==> config.mk <==
export PLATFORM = sky130hd
export DESIGN_NAME = icmp_tx_sequencer8
export DESIGN_NICKNAME = d
export VERILOG_FILES = /design/src/rtl/icmp_pkg.sv /design/src/rtl/icmp_cksum_adjust.sv /design/src/rtl/icmp_tx_sequencer8.sv
export SDC_FILE = /design/constraint.sdc
export NUM_CORES = 1
export LEC_CHECK = 0
export ABC_AREA = 1
export CORE_AREA = 2 2 110 112
export CTS_CLUSTER_SIZE = 24
export DETAILED_ROUTE_END_ITERATION = 8
export DIE_AREA = 0 0 112 114
export PLACE_DENSITY = 0.83
export SLEW_MARGIN = 15
export SYNTH_ARGS = -nofsm -noshare
export SYNTH_HDL_FRONTEND = slang
export SYNTH_SLANG_ARGS = --single-unit
==> constraint.sdc <==
create_clock -name clk -period 2.9 [get_ports clk]
set_clock_uncertainty 0.15 [all_clocks]
set_input_delay 0.725 -clock clk [delete_from_list [all_inputs] [get_ports clk]]
set_output_delay 0.725 -clock clk [all_outputs]
set_load 0.03 [all_outputs]
==> src/rtl/icmp_pkg.sv <==
// Shared ICMP constants, sequencer state encoding and one's-complement helper
// used by the byte-serial ICMP transmit path.
package icmp_pkg;

    localparam logic [7:0] ICMP_ECHO_REQ   = 8'd8;
    localparam logic [7:0] ICMP_ECHO_REPLY = 8'd0;
    localparam int         ICMP_HDR_BYTES  = 4;

    typedef enum logic [1:0] {
        IDLE   = 2'd0,
        LOAD   = 2'd1,
        STREAM = 2'd2
    } seq_state_e;

    // 16-bit one's-complement add with a single end-around carry
    function automatic logic [15:0] ones_add16(input logic [15:0] a, input logic [15:0] b);
        logic [16:0] s;
        s = {1'b0, a} + {1'b0, b};
        return s[15:0] + {15'd0, s[16]};
    endfunction

endpackage

==> src/rtl/icmp_cksum_adjust.sv <==
// Incremental Internet checksum update (RFC 1624): HC' = ~(~HC + ~m + m'),
// where m/m' are the old and new values of one 16-bit header word.
module icmp_cksum_adjust
    import icmp_pkg::*;
(
    input  logic [15:0] cksum_i,
    input  logic [15:0] old_word_i,
    input  logic [15:0] new_word_i,
    output logic [15:0] cksum_o
);

    // Pure combinational update of the one's-complement checksum
    always_comb begin
        cksum_o = ~ones_add16(ones_add16(~cksum_i, ~old_word_i), new_word_i);
    end

endmodule

==> src/rtl/icmp_tx_sequencer8.sv <==
// Drives one external byte-serial ICMP encoder per accepted request and presents
// its output as a ready/valid byte stream with start/end-of-packet markers.
module icmp_tx_sequencer8
    import icmp_pkg::*;
#(
    parameter int LEN_W     = 11,
    parameter int BYTE_SIZE = 8
) (
    input  logic                 clk,
    input  logic                 reset,
    input  logic                 cfg_reply_mode,
    input  logic                 req_valid,
    output logic                 req_ready,
    input  logic [7:0]           req_type,
    input  logic [7:0]           req_code,
    input  logic [15:0]          req_checksum,
    input  logic [LEN_W-1:0]     req_len,
    output logic [LEN_W-1:0]     pl_rd_addr,
    input  logic [BYTE_SIZE-1:0] pl_rd_data,
    output logic                 enc_sync_reset,
    output logic                 enc_run,
    output logic [7:0]           enc_type,
    output logic [7:0]           enc_code,
    output logic [15:0]          enc_checksum,
    output logic [BYTE_SIZE-1:0] enc_data_in,
    input  logic [BYTE_SIZE-1:0] enc_data_out,
    output logic [BYTE_SIZE-1:0] tx_data,
    output logic                 tx_valid,
    output logic                 tx_sop,
    output logic                 tx_eop,
    input  logic                 tx_ready,
    output logic                 req_err
);

    localparam logic [LEN_W-1:0] MIN_LEN  = LEN_W'(ICMP_HDR_BYTES);
    localparam logic [LEN_W:0]   HDR_LAST = (LEN_W+1)'(ICMP_HDR_BYTES - 1);

    seq_state_e         state_q, state_d;
    logic               req_ready_q, req_ready_d;
    logic               req_err_q, req_err_d;
    logic               sync_q, sync_d;
    logic               valid_q, valid_d;
    logic               sop_q, sop_d;
    logic               eop_q, eop_d;
    logic [7:0]         type_q, type_d;
    logic [7:0]         code_q, code_d;
    logic [15:0]        cksum_q, cksum_d;
    logic [LEN_W-1:0]   len_q, len_d;
    logic [LEN_W:0]     byte_cnt_q, byte_cnt_d;
    logic [LEN_W:0]     pl_idx_q, pl_idx_d;

    logic               run_s;
    logic               accept_s;
    logic               to_reply_s;
    logic [15:0]        adj_cksum_s;
    logic [LEN_W:0]     last_idx_s;

    // The code byte is carried over unchanged, so only the type contributes to the update
    icmp_cksum_adjust u_cksum_adjust (
        .cksum_i    (req_checksum),
        .old_word_i ({ICMP_ECHO_REQ, 8'h00}),
        .new_word_i ({ICMP_ECHO_REPLY, 8'h00}),
        .cksum_o    (adj_cksum_s)
    );

    assign run_s      = valid_q & tx_ready;
    assign accept_s   = req_valid & req_ready_q;
    assign to_reply_s = cfg_reply_mode & (req_type == ICMP_ECHO_REQ);
    assign last_idx_s = {1'b0, len_q} + HDR_LAST;

    // Next-state and next-output computation for the request/stream sequencer
    always_comb begin
        state_d     = state_q;
        req_ready_d = req_ready_q;
        req_err_d   = 1'b0;
        sync_d      = 1'b0;
        valid_d     = valid_q;
        sop_d       = sop_q;
        eop_d       = eop_q;
        type_d      = type_q;
        code_d      = code_q;
        cksum_d     = cksum_q;
        len_d       = len_q;
        byte_cnt_d  = byte_cnt_q;
        pl_idx_d    = pl_idx_q;
        case (state_q)
            IDLE: begin
                req_ready_d = 1'b1;
                valid_d     = 1'b0;
                sop_d       = 1'b0;
                eop_d       = 1'b0;
                if (accept_s) begin
                    if (req_len < MIN_LEN) begin
                        req_err_d = 1'b1;
                    end else begin
                        state_d     = LOAD;
                        req_ready_d = 1'b0;
                        sync_d      = 1'b1;
                        type_d      = to_reply_s ? ICMP_ECHO_REPLY : req_type;
                        code_d      = req_code;
                        cksum_d     = to_reply_s ? adj_cksum_s : req_checksum;
                        len_d       = req_len;
                        byte_cnt_d  = '0;
                        pl_idx_d    = '0;
                    end
                end else begin
                    state_d = IDLE;
                end
            end
            LOAD: begin
                state_d     = STREAM;
                req_ready_d = 1'b0;
                byte_cnt_d  = '0;
                pl_idx_d    = '0;
                valid_d     = 1'b1;
                sop_d       = 1'b1;
                eop_d       = 1'b0;
            end
            STREAM: begin
                if (run_s) begin
                    byte_cnt_d = byte_cnt_q + 1'b1;
                    pl_idx_d   = pl_idx_q + 1'b1;
                    sop_d      = 1'b0;
                    if (eop_q) begin
                        state_d     = IDLE;
                        req_ready_d = 1'b1;
                        valid_d     = 1'b0;
                        eop_d       = 1'b0;
                    end else begin
                        eop_d = (byte_cnt_d == last_idx_s);
                    end
                end else begin
                    state_d = STREAM;
                end
            end
            default: begin
                state_d     = IDLE;
                req_ready_d = 1'b0;
                valid_d     = 1'b0;
                sop_d       = 1'b0;
                eop_d       = 1'b0;
            end
        endcase
    end

    // Sequencer state and registered outputs; reset abandons any frame in flight
    always_ff @(posedge clk or posedge reset) begin
        if (reset) begin
            state_q     <= IDLE;
            req_ready_q <= 1'b0;
            req_err_q   <= 1'b0;
            sync_q      <= 1'b0;
            valid_q     <= 1'b0;
            sop_q       <= 1'b0;
            eop_q       <= 1'b0;
            type_q      <= 8'h00;
            code_q      <= 8'h00;
            cksum_q     <= 16'h0000;
            len_q       <= '0;
            byte_cnt_q  <= '0;
            pl_idx_q    <= '0;
        end else begin
            state_q     <= state_d;
            req_ready_q <= req_ready_d;
            req_err_q   <= req_err_d;
            sync_q      <= sync_d;
            valid_q     <= valid_d;
            sop_q       <= sop_d;
            eop_q       <= eop_d;
            type_q      <= type_d;
            code_q      <= code_d;
            cksum_q     <= cksum_d;
            len_q       <= len_d;
            byte_cnt_q  <= byte_cnt_d;
            pl_idx_q    <= pl_idx_d;
        end
    end

    // Look-ahead read address so pl_rd_data always holds payload[pl_idx]
    always_comb begin
        if (state_q == STREAM) begin
            pl_rd_addr = pl_idx_q[LEN_W-1:0] + {{(LEN_W-1){1'b0}}, run_s};
        end else begin
            pl_rd_addr = '0;
        end
    end

    // Past the payload the encoder is fed zero flush bytes that are never emitted
    always_comb begin
        if (pl_idx_q < {1'b0, len_q}) begin
            enc_data_in = pl_rd_data;
        end else begin
            enc_data_in = '0;
        end
    end

    assign req_ready      = req_ready_q;
    assign req_err        = req_err_q;
    assign enc_sync_reset = sync_q;
    assign enc_run        = run_s;
    assign enc_type       = type_q;
    assign enc_code       = code_q;
    assign enc_checksum   = cksum_q;
    assign tx_data        = enc_data_out;
    assign tx_valid       = valid_q;
    assign tx_sop         = sop_q;
    assign tx_eop         = eop_q;

endmodule

Yosys cells after proc, flatten, opt, wreduce, memory -nomap -nowiden --
Cells that the tools add are included.
Word-level totals: flip-flop bits (word level) 75, input port bits 64, output and inout bits 66
Operators by class: $add $sub $neg 6, order comparisons 2, equality and inequality tests 10, muxes and demuxes 33, bitwise gates (word level) 6, reduce and logical (&&, ||, !) cells 6
Operators with widths (count):
- case mux 12 bit (3 select lines) | 2
- two-way mux 12 bit | 4
- inverter 16 bit | 2
- adder 12 x 1 -> 12 bit (second input constant) | 2
- adder 16 x 16 -> 17 bit (second input constant) | 1
- adder 16 x 1 -> 16 bit | 1
- two-way mux 16 bit | 1
- two-way mux 8 bit | 2
- two-way mux 1 bit | 15
- adder 11 x 2 -> 12 bit (second input constant) | 1
- == test 12 bit | 1
- < comparator 12 x 11 -> 1 bit | 1
- adder 11 x 1 -> 11 bit | 1
- < comparator 11 x 3 -> 1 bit (second input constant) | 1
- two-way mux 11 bit | 1
- == test 8 x 4 -> 1 bit (second input constant) | 1
- two-way mux 2 bit | 4
- != test 2 bit (second input constant) | 4
- != test 3 bit (second input constant) | 2
- case mux 1 bit (2 select lines) | 3
- case mux 2 bit (3 select lines) | 1
- AND reduction 2 bit | 2
- AND reduction 4 bit | 1
- AND 1 bit | 3
- 6 further kinds | 6

Longest topological paths before layout --
Gate-level depths: netlist of the first run.
depth after elaboration 5, depth in mapped cells 19, mapped depth without buffers 19

Cells and area by module --
From an unflattened synthesis of the first run, not the netlist that was laid out.
Unflattened totals: cell total of the unflattened synthesis 1269, area total of the unflattened synthesis 7686.1 µm²
Modules (own cells, without submodules):
- icmp_tx_sequencer8 | times used 1, cells an instance 671, area an instance 4729.5 µm², sequential area each 1876.8 µm²
- icmp_cksum_adjust | times used 1, cells an instance 598, area an instance 2956.6 µm², sequential area each 0.0 µm²

Least setup slack after synthesis of the first run --
No wires, ideal clock.
kind input to output, from input port tx_ready, to output port pl_rd_addr[8], arrival time 2528 ps, required time 2025 ps, path slack -503 ps, stages 8, path buffers 0, cells stage by stage nand2_1 inv_1 ha_1 ha_1 nand2_1 nor2_1 a21oi_1 nor3_1
On the way: word-level cells in the longest chain between the ends 3
RTL lines:
- start, declared | line icmp_tx_sequencer8.sv:31 | input logic tx_ready,
- AND 1 bit | line icmp_tx_sequencer8.sv:66 | assign run_s = valid_q & tx_ready;
- named net enc_run | line icmp_tx_sequencer8.sv:21 | output logic enc_run,
- adder 11 x 1 -> 11 bit | line icmp_tx_sequencer8.sv:182 | pl_rd_addr = pl_idx_q[LEN_W-1:0] + {{(LEN_W-1){1'b0}}, run_s};
- two-way mux 11 bit | line icmp_tx_sequencer8.sv:181 | if (state_q == STREAM) begin
- end, declared | line icmp_tx_sequencer8.sv:18 | output logic [LEN_W-1:0] pl_rd_addr,
The timed path passes the listed nets, and every way through them passes these cells.

Worst setup path in the final report of the first run --
from register len_q[6], to output port enc_data_in[5]
On the way: word-level cells in the longest chain between the ends 2
RTL lines:
- start, declared | line icmp_tx_sequencer8.sv:48 | logic [LEN_W-1:0] len_q, len_d;
- start signal, assigned | line icmp_tx_sequencer8.sv:173 | len_q <= len_d;
- < comparator 12 x 11 -> 1 bit | line icmp_tx_sequencer8.sv:190 | if (pl_idx_q < {1'b0, len_q}) begin
- two-way mux 8 bit | line icmp_tx_sequencer8.sv:190
- end, declared | line icmp_tx_sequencer8.sv:25 | output logic [BYTE_SIZE-1:0] enc_data_in,
Every way passes these cells.

==> results of run 1 <==
[cells by family after synthesis]
family                   after synthesis
XOR/XNOR                              17
AND/OR/NAND/NOR                      387
AO/OA/AOI/OAI                        119
flip-flops                            75
adder cells (fa/ha/maj)               21
buffers and inverters                128
[final timing paths]
kind	cells after the start	endpoint	startpoint	slack, ns
min	2	enc_code[0]$_DFFE_PP0P_	enc_code[0]$_DFFE_PP0P_	0.32
min reg2reg	2	enc_code[0]$_DFFE_PP0P_	enc_code[0]$_DFFE_PP0P_	0.32
max reg2reg	14	tx_eop$_DFFE_PP0N_	state_q[0]$_DFFE_PP0P_	0.43
max in group asynchronous	3	len_q[4]$_DFFE_PP0P_	reset	1.63
max	11	enc_data_in[5]	len_q[6]$_DFFE_PP0P_	-0.05
min in group asynchronous	3	enc_code[2]$_DFFE_PP0P_	reset	0.66
[routing by layer]
metal	GRT usage	wire length, microns
met1	0.272	6090
met4	0.0813	391
met2	0.422	8020
met3	0.0367	778
met5	0	0
[cell usage in the layout (no fill, tap or decap), drive strengths merged, types with 2 or more instances in the layout]
cell type        n
a211oi           2
a21oi           40
a22oi            2
a31oi            2
and3             2
buf            111
clkbuf          11
clkdlybuf4s50   80
clkinv           4
clkinvlp         4
dfrtp           75
dlygate4sd2      8
dlymetal6s2s     2
ha              21
inv            105
nand2          223
nand3           54
nand3b           3
nand4            7
nor2            76
nor3            18
o21ai           59
o22a             2
o22ai            8
or2              2
xnor2            2
xor2            15
[through the flow]
| step | worst slack, ns | total power [mW] | instances | utilization |
|---|---|---|---|---|
| floorplan | -0.0257 | 1.18 | 747 | - |
| detailed placement | -0.822 | 1.30 | 1046 | 0.579 |
| global route | -0.157 | 2.53 | 1093 | 0.652 |
| CTS | -0.0977 | 2.45 | 1083 | 0.631 |
| global placement | -0.812 | 1.29 | 1046 | 0.579 |
| finish | -0.0542 | 2.44 | 1093 | 0.652 |
[registers in the layout (all words and copies together), names as in the netlist]
signal / cells
tx_sop: 1
pl_idx_q: 12
tx_valid: 1
byte_cnt_q: 12
enc_sync_reset: 1
req_ready: 1
state_q: 2
enc_code: 8
enc_checksum: 16
tx_eop: 1
req_err: 1
len_q: 11
enc_type: 8
[repair_timing]
action / in CTS / in global routing
endpoints found under the setup margin: 32 / 27
setup buffers: 22 / 11
hold buffers: 0 / 0
pin swaps: 22 / 28
hold endpoints to repair: 0 / 0
gates resized for setup: 75 / 54
[power by group]
| group | internal, mW | switching [mW] |
|---|---|---|
| Sequential | 1.05 | 0 |
| Combinational | 0.127 | 0.125 |
| Clock | 0.688 | 0.454 |
[critical path: cells and delay by family, from the launching register on]
family | cells | cell delay [ns]
buffers and inverters | 3 | 0.37
DFF | 1 | 0.37
adders and majority gates | 1 | 0.31
AOI/OAI and AO/OA | 3 | 0.36
and+or+nand+nor | 4 | 0.33
[final cells by class]
cell class | count | area (sq um) | area share
flip-flops and latches | 75 | 1880 | 0.246
clock buffers | 10 | 239 | 0.0313
repair buffers | 203 | 1810 | 0.237
multi-input cells | 544 | 3050 | 0.399
clock inverters | 6 | 65.1 | 0.00852
well taps | 147 | 184 | 0.0241
inverters | 108 | 409 | 0.0536
==> flow_summary.ini, run 1 <==
[grt]
grt_pass1_vias = 5267
antenna_found_initial = 0
grt_usage = 0.229
grt_pass1_wl_mm = 23.9
grt_start_max_net_pins = 76
overflow = 0

[logic_synthesis]
synthFlopType = dfrtp_1
yosys-top-cells-area = dfrtp_1 37%, nand2_1 16%, inv_1 7.5%
yosys.area.top_type_share = 0.366
yosys_warnings = 0
synth_compound_area_frac = 0.124
synth_nets = 832
muxShareOfSynthArea = 0
avgSynthCellArea_sq_um = 6.86
synth_seq_cells = 75
synth_top_family_by_area = simple AND/OR/NAND/NOR gates
synth_top_area_cell = dfrtp_1
postSynth.asyncResetShare = 1.00
netlist_instances = 747
synth_xor_area_frac = 0.0291
syn_area_sq_um = 5120
seq_area_frac_synth = 0.366
synth_edf_count = 0
synthDistinctLibCells = 39
yosysMostFrequentCell = nand2_1
synthAdderAreaFrac = 0.0513
synth-simple-area-share = 0.329
yosys-top-cells-count = 218 x nand2_1, 103 x inv_1, 75 x dfrtp_1

[critical_path]
crit_chain = inv_2, ha_1, nand2_2, nor2_2, a211oi_2, nand2_1, a21boi_2, o21ai_2, buf_6, nor2_1, buf_4
path_class = reg -> out
crit_path_end_kind = output pin
critPathArrivalTime_ns = 2.08
cpPeakStageDelay_ns = 0.37
worstPathMaxFanout = 5
cp_slowest_cell = dfrtp_1
worstPathRequired_ns = 2.03
critPathLaunchType = flip-flop

[routing]
detail-route-antenna-nets = 0
routed_wl_mm = 15.3
drt_pass1_iterations = 5
wl_per_cell_microns = 14.0
vias = 5613
drt_iter0_drc = 300
drcViolationCount = 0
viasPerCell = 5.14

[timing]
rsz0062_at_grt = yes
slew_headroom = 0.718
drv_slew = 0
tightest_slew_ns = 0.422
whs_ns = 0.322
fin_crit_ns = 2.95
setup_viol = 8
post-route-period-util = 1.02
fin_tns_setup_ns = -0.198
hold_viol = 0
max_freq_mhz = 339
fin_ws_ns = -0.0542

[placed_design]
io_buffers = 113
hpwl_mm = 10.5
place_congestion = 0.880
placed_area_sq_um = 6780

[layout]
syn2layout_area_growth_pct = 49.1
design_area_sq_um = 7640
nNetsFinal = 1026
antennaDiodeCount = 0
drive_gt1_frac = 0.234
fillCellCount = 958

[clocking]
cts_tree = yes
clk_pin_slew_ns = 0.06
cts_buffer_depth = 2
cts_buffers = 9
worstSkewPairLatency_ns = 0.33
clkSinkCount = 75
h-tree-depth = 3
cts_root_buffer = clkbuf_16

[floorplanning]
core_sq_um = 11700
io_pins = 130
die_y_microns = 114
std_cell_rows = 40
initial_core_util = 0.438
die_w_microns = 112
fp.dieArea_sq_um = 12800

[run_status]
status = finished with violations
violations = negative setup slack

[power]
cellLeakagePower_nw = 3.94
vdd_drop_max_mv = 0.295
power_density_nw_per_um2 = 320

[run]
max_cap_viol_count = 0

[hold_path]
hold_class = reg -> reg
No activity file was read; power rests on OpenSTA's default activity.
==> run 2, diff against run 1 <==
- PLACE_DENSITY: 0.83 -> 0.82
==> run 2 against run 1 <==
Sequential share of layout area down 0.36 points. Hold slack got worse by 0.0021 ns. The run still ends with negative setup slack left. Register-to-register slack hardly changed. Final cell count up 1.2%.
==> flow_summary.ini, run 2 (synthesis results as in run 1) <==
[run_status]
status = finished with violations
violations = negative setup slack

[routing]
drcViolationCount = 0
routed_wl_mm = 15.7
detail-route-antenna-nets = 0
vias = 5702
drt_pass1_iterations = 6
drt_iter0_drc = 368
viasPerCell = 5.16
wl_per_cell_microns = 14.2

[grt]
grt-busiest-layer = met2
grt_start_max_net_pins = 76
antenna_found_initial = 0
grtUsageMet1 = 0.285
overflow = 0
grt_usage = 0.244
grt_pass1_vias = 5616
grt_util_met2 = 0.441
grt_pass1_wl_mm = 25.5
use_met3 = 0.0340

[floorplanning]
die_w_microns = 112
std_cell_rows = 40
core_sq_um = 11700
initial_core_util = 0.438
io_pins = 130
die_y_microns = 114
fp.dieArea_sq_um = 12800

[critical_path]
cpPeakStageDelay_ns = 0.44
worstPathMaxFanout = 4
worstPathRequired_ns = 2.03
cp_slowest_cell = dfrtp_1
critPathLaunchType = flip-flop
crit_chain = ha_1, nand2_2, nor2_1, a211oi_2, nand2_1, a21boi_2, o21ai_2, buf_6, nor2_4, buf_6
crit_path_end_kind = output pin
path_class = reg -> out
path_buf_inv = 2
cpMostUsedCell = buf_6
cp_top_family = flip-flops
critPathArrivalTime_ns = 2.15
crit_path_start = pl_idx_q[6]$_DFFE_PP0P_
r2r_start = state_q[0]$_DFFE_PP0P_

[timing]
fin_tns_setup_ns = -0.729
drv_slew = 0
tightest_slew_ns = 0.420
setup_viol = 8
fin_ws_ns = -0.123
post-route-period-util = 1.04
hold_viol = 0
slew_headroom = 0.717
rsz0062_at_grt = yes
fin_crit_ns = 3.02
max_freq_mhz = 331
whs_ns = 0.320

[clocking]
cts_tree = yes
cts_buffers = 9
clk_pin_slew_ns = 0.06
cts_hold_buf = 0
h-tree-depth = 3
cts_root_buffer = clkbuf_16
worstSkewPairLatency_ns = 0.34
cts_buffer_depth = 2
clkSinkCount = 75

[placed_design]
place_congestion = 0.885
dpl.cell_count = 1050
hpwl_mm = 10.5
placed_area_sq_um = 6820
io_buffers = 113

[layout]
drive_gt1_frac = 0.244
largest_reg_flops = 16
final_cells = 1106
fillCellCount = 949
final_common_cell = nand2_1
antennaDiodeCount = 0
syn2layout_area_growth_pct = 51.4
nNetsFinal = 1039
design_area_sq_um = 7760
layout_common_cells = 208 x nand2_1, 106 x buf_4, 93 x inv_1

[power]
cellLeakagePower_nw = 4.00
p_total_mw = 2.53
power_density_nw_per_um2 = 326
vdd_drop_max_mv = 0.247

[run]
max_cap_viol_count = 0

[hold_path]
min_from = enc_code[4]$_DFFE_PP0P_
hold_class = reg -> reg
==> run 2: area by class of cell <==
| type | instances | area, sq um | area share |
|---|---|---|---|
| flip-flops and latches | 75 | 1880 | 0.243 |
| inverters | 108 | 410 | 0.0529 |
| clock inverters | 7 | 97.6 | 0.0126 |
| repair buffers | 216 | 1890 | 0.244 |
| well taps | 147 | 184 | 0.0237 |
| clock buffers | 9 | 225 | 0.0290 |
| multi-input cells | 544 | 3070 | 0.395 |
==> run 2: where the power goes <==
part	internal, mW	switching, mW	leakage [nW]
Clock	0.758	0.463	0.152
Sequential	1.05	0	0.884
Combinational	0.133	0.132	2.96
==> run 2: metrics by stage <==
| step | setup WS (ns) | utilization |
|---|---|---|
| floorplan | -0.0257 | - |
| global placement | -0.823 | 0.582 |
| detailed placement | -0.850 | 0.582 |
| CTS | -0.0405 | 0.645 |
| global route | -0.249 | 0.662 |
| finish | -0.123 | 0.662 |
==> run 2: path summary, 6_finish.rpt <==
path	slack, ns	depth (start not counted)	end
setup / recovery	-0.12	10	enc_data_in[7]
hold / removal	0.32	2	enc_code[4]$_DFFE_PP0P_
setup reg to reg	0.44	14	tx_eop$_DFFE_PP0N_
hold reg to reg	0.32	2	enc_code[4]$_DFFE_PP0P_
max in group asynchronous	1.61	3	pl_idx_q[1]$_DFFE_PP0P_
min in group asynchronous	0.62	3	pl_idx_q[8]$_DFFE_PP0P_
==> run 2: layer usage <==
layer	routed length, microns	vias to the layer above
li1	-	2807
met2	8140	222
met5	0	-
met3	1010	54
met1	5990	2619
met4	595	0
==> run 2: worst min-delay path, stage by stage (launching register included) <==
cell	delay, ns
dfrtp_1	0.34
nand2_1	0.05
nand2_1	0.05
==> run 2: repair_timing <==
action / in CTS / in global routing
endpoints found under the setup margin: 33 / 29
pin swaps: 16 / 23
hold endpoints to repair: 0 / 0
buffers inserted: 32 / 10
resized for setup: 91 / 46
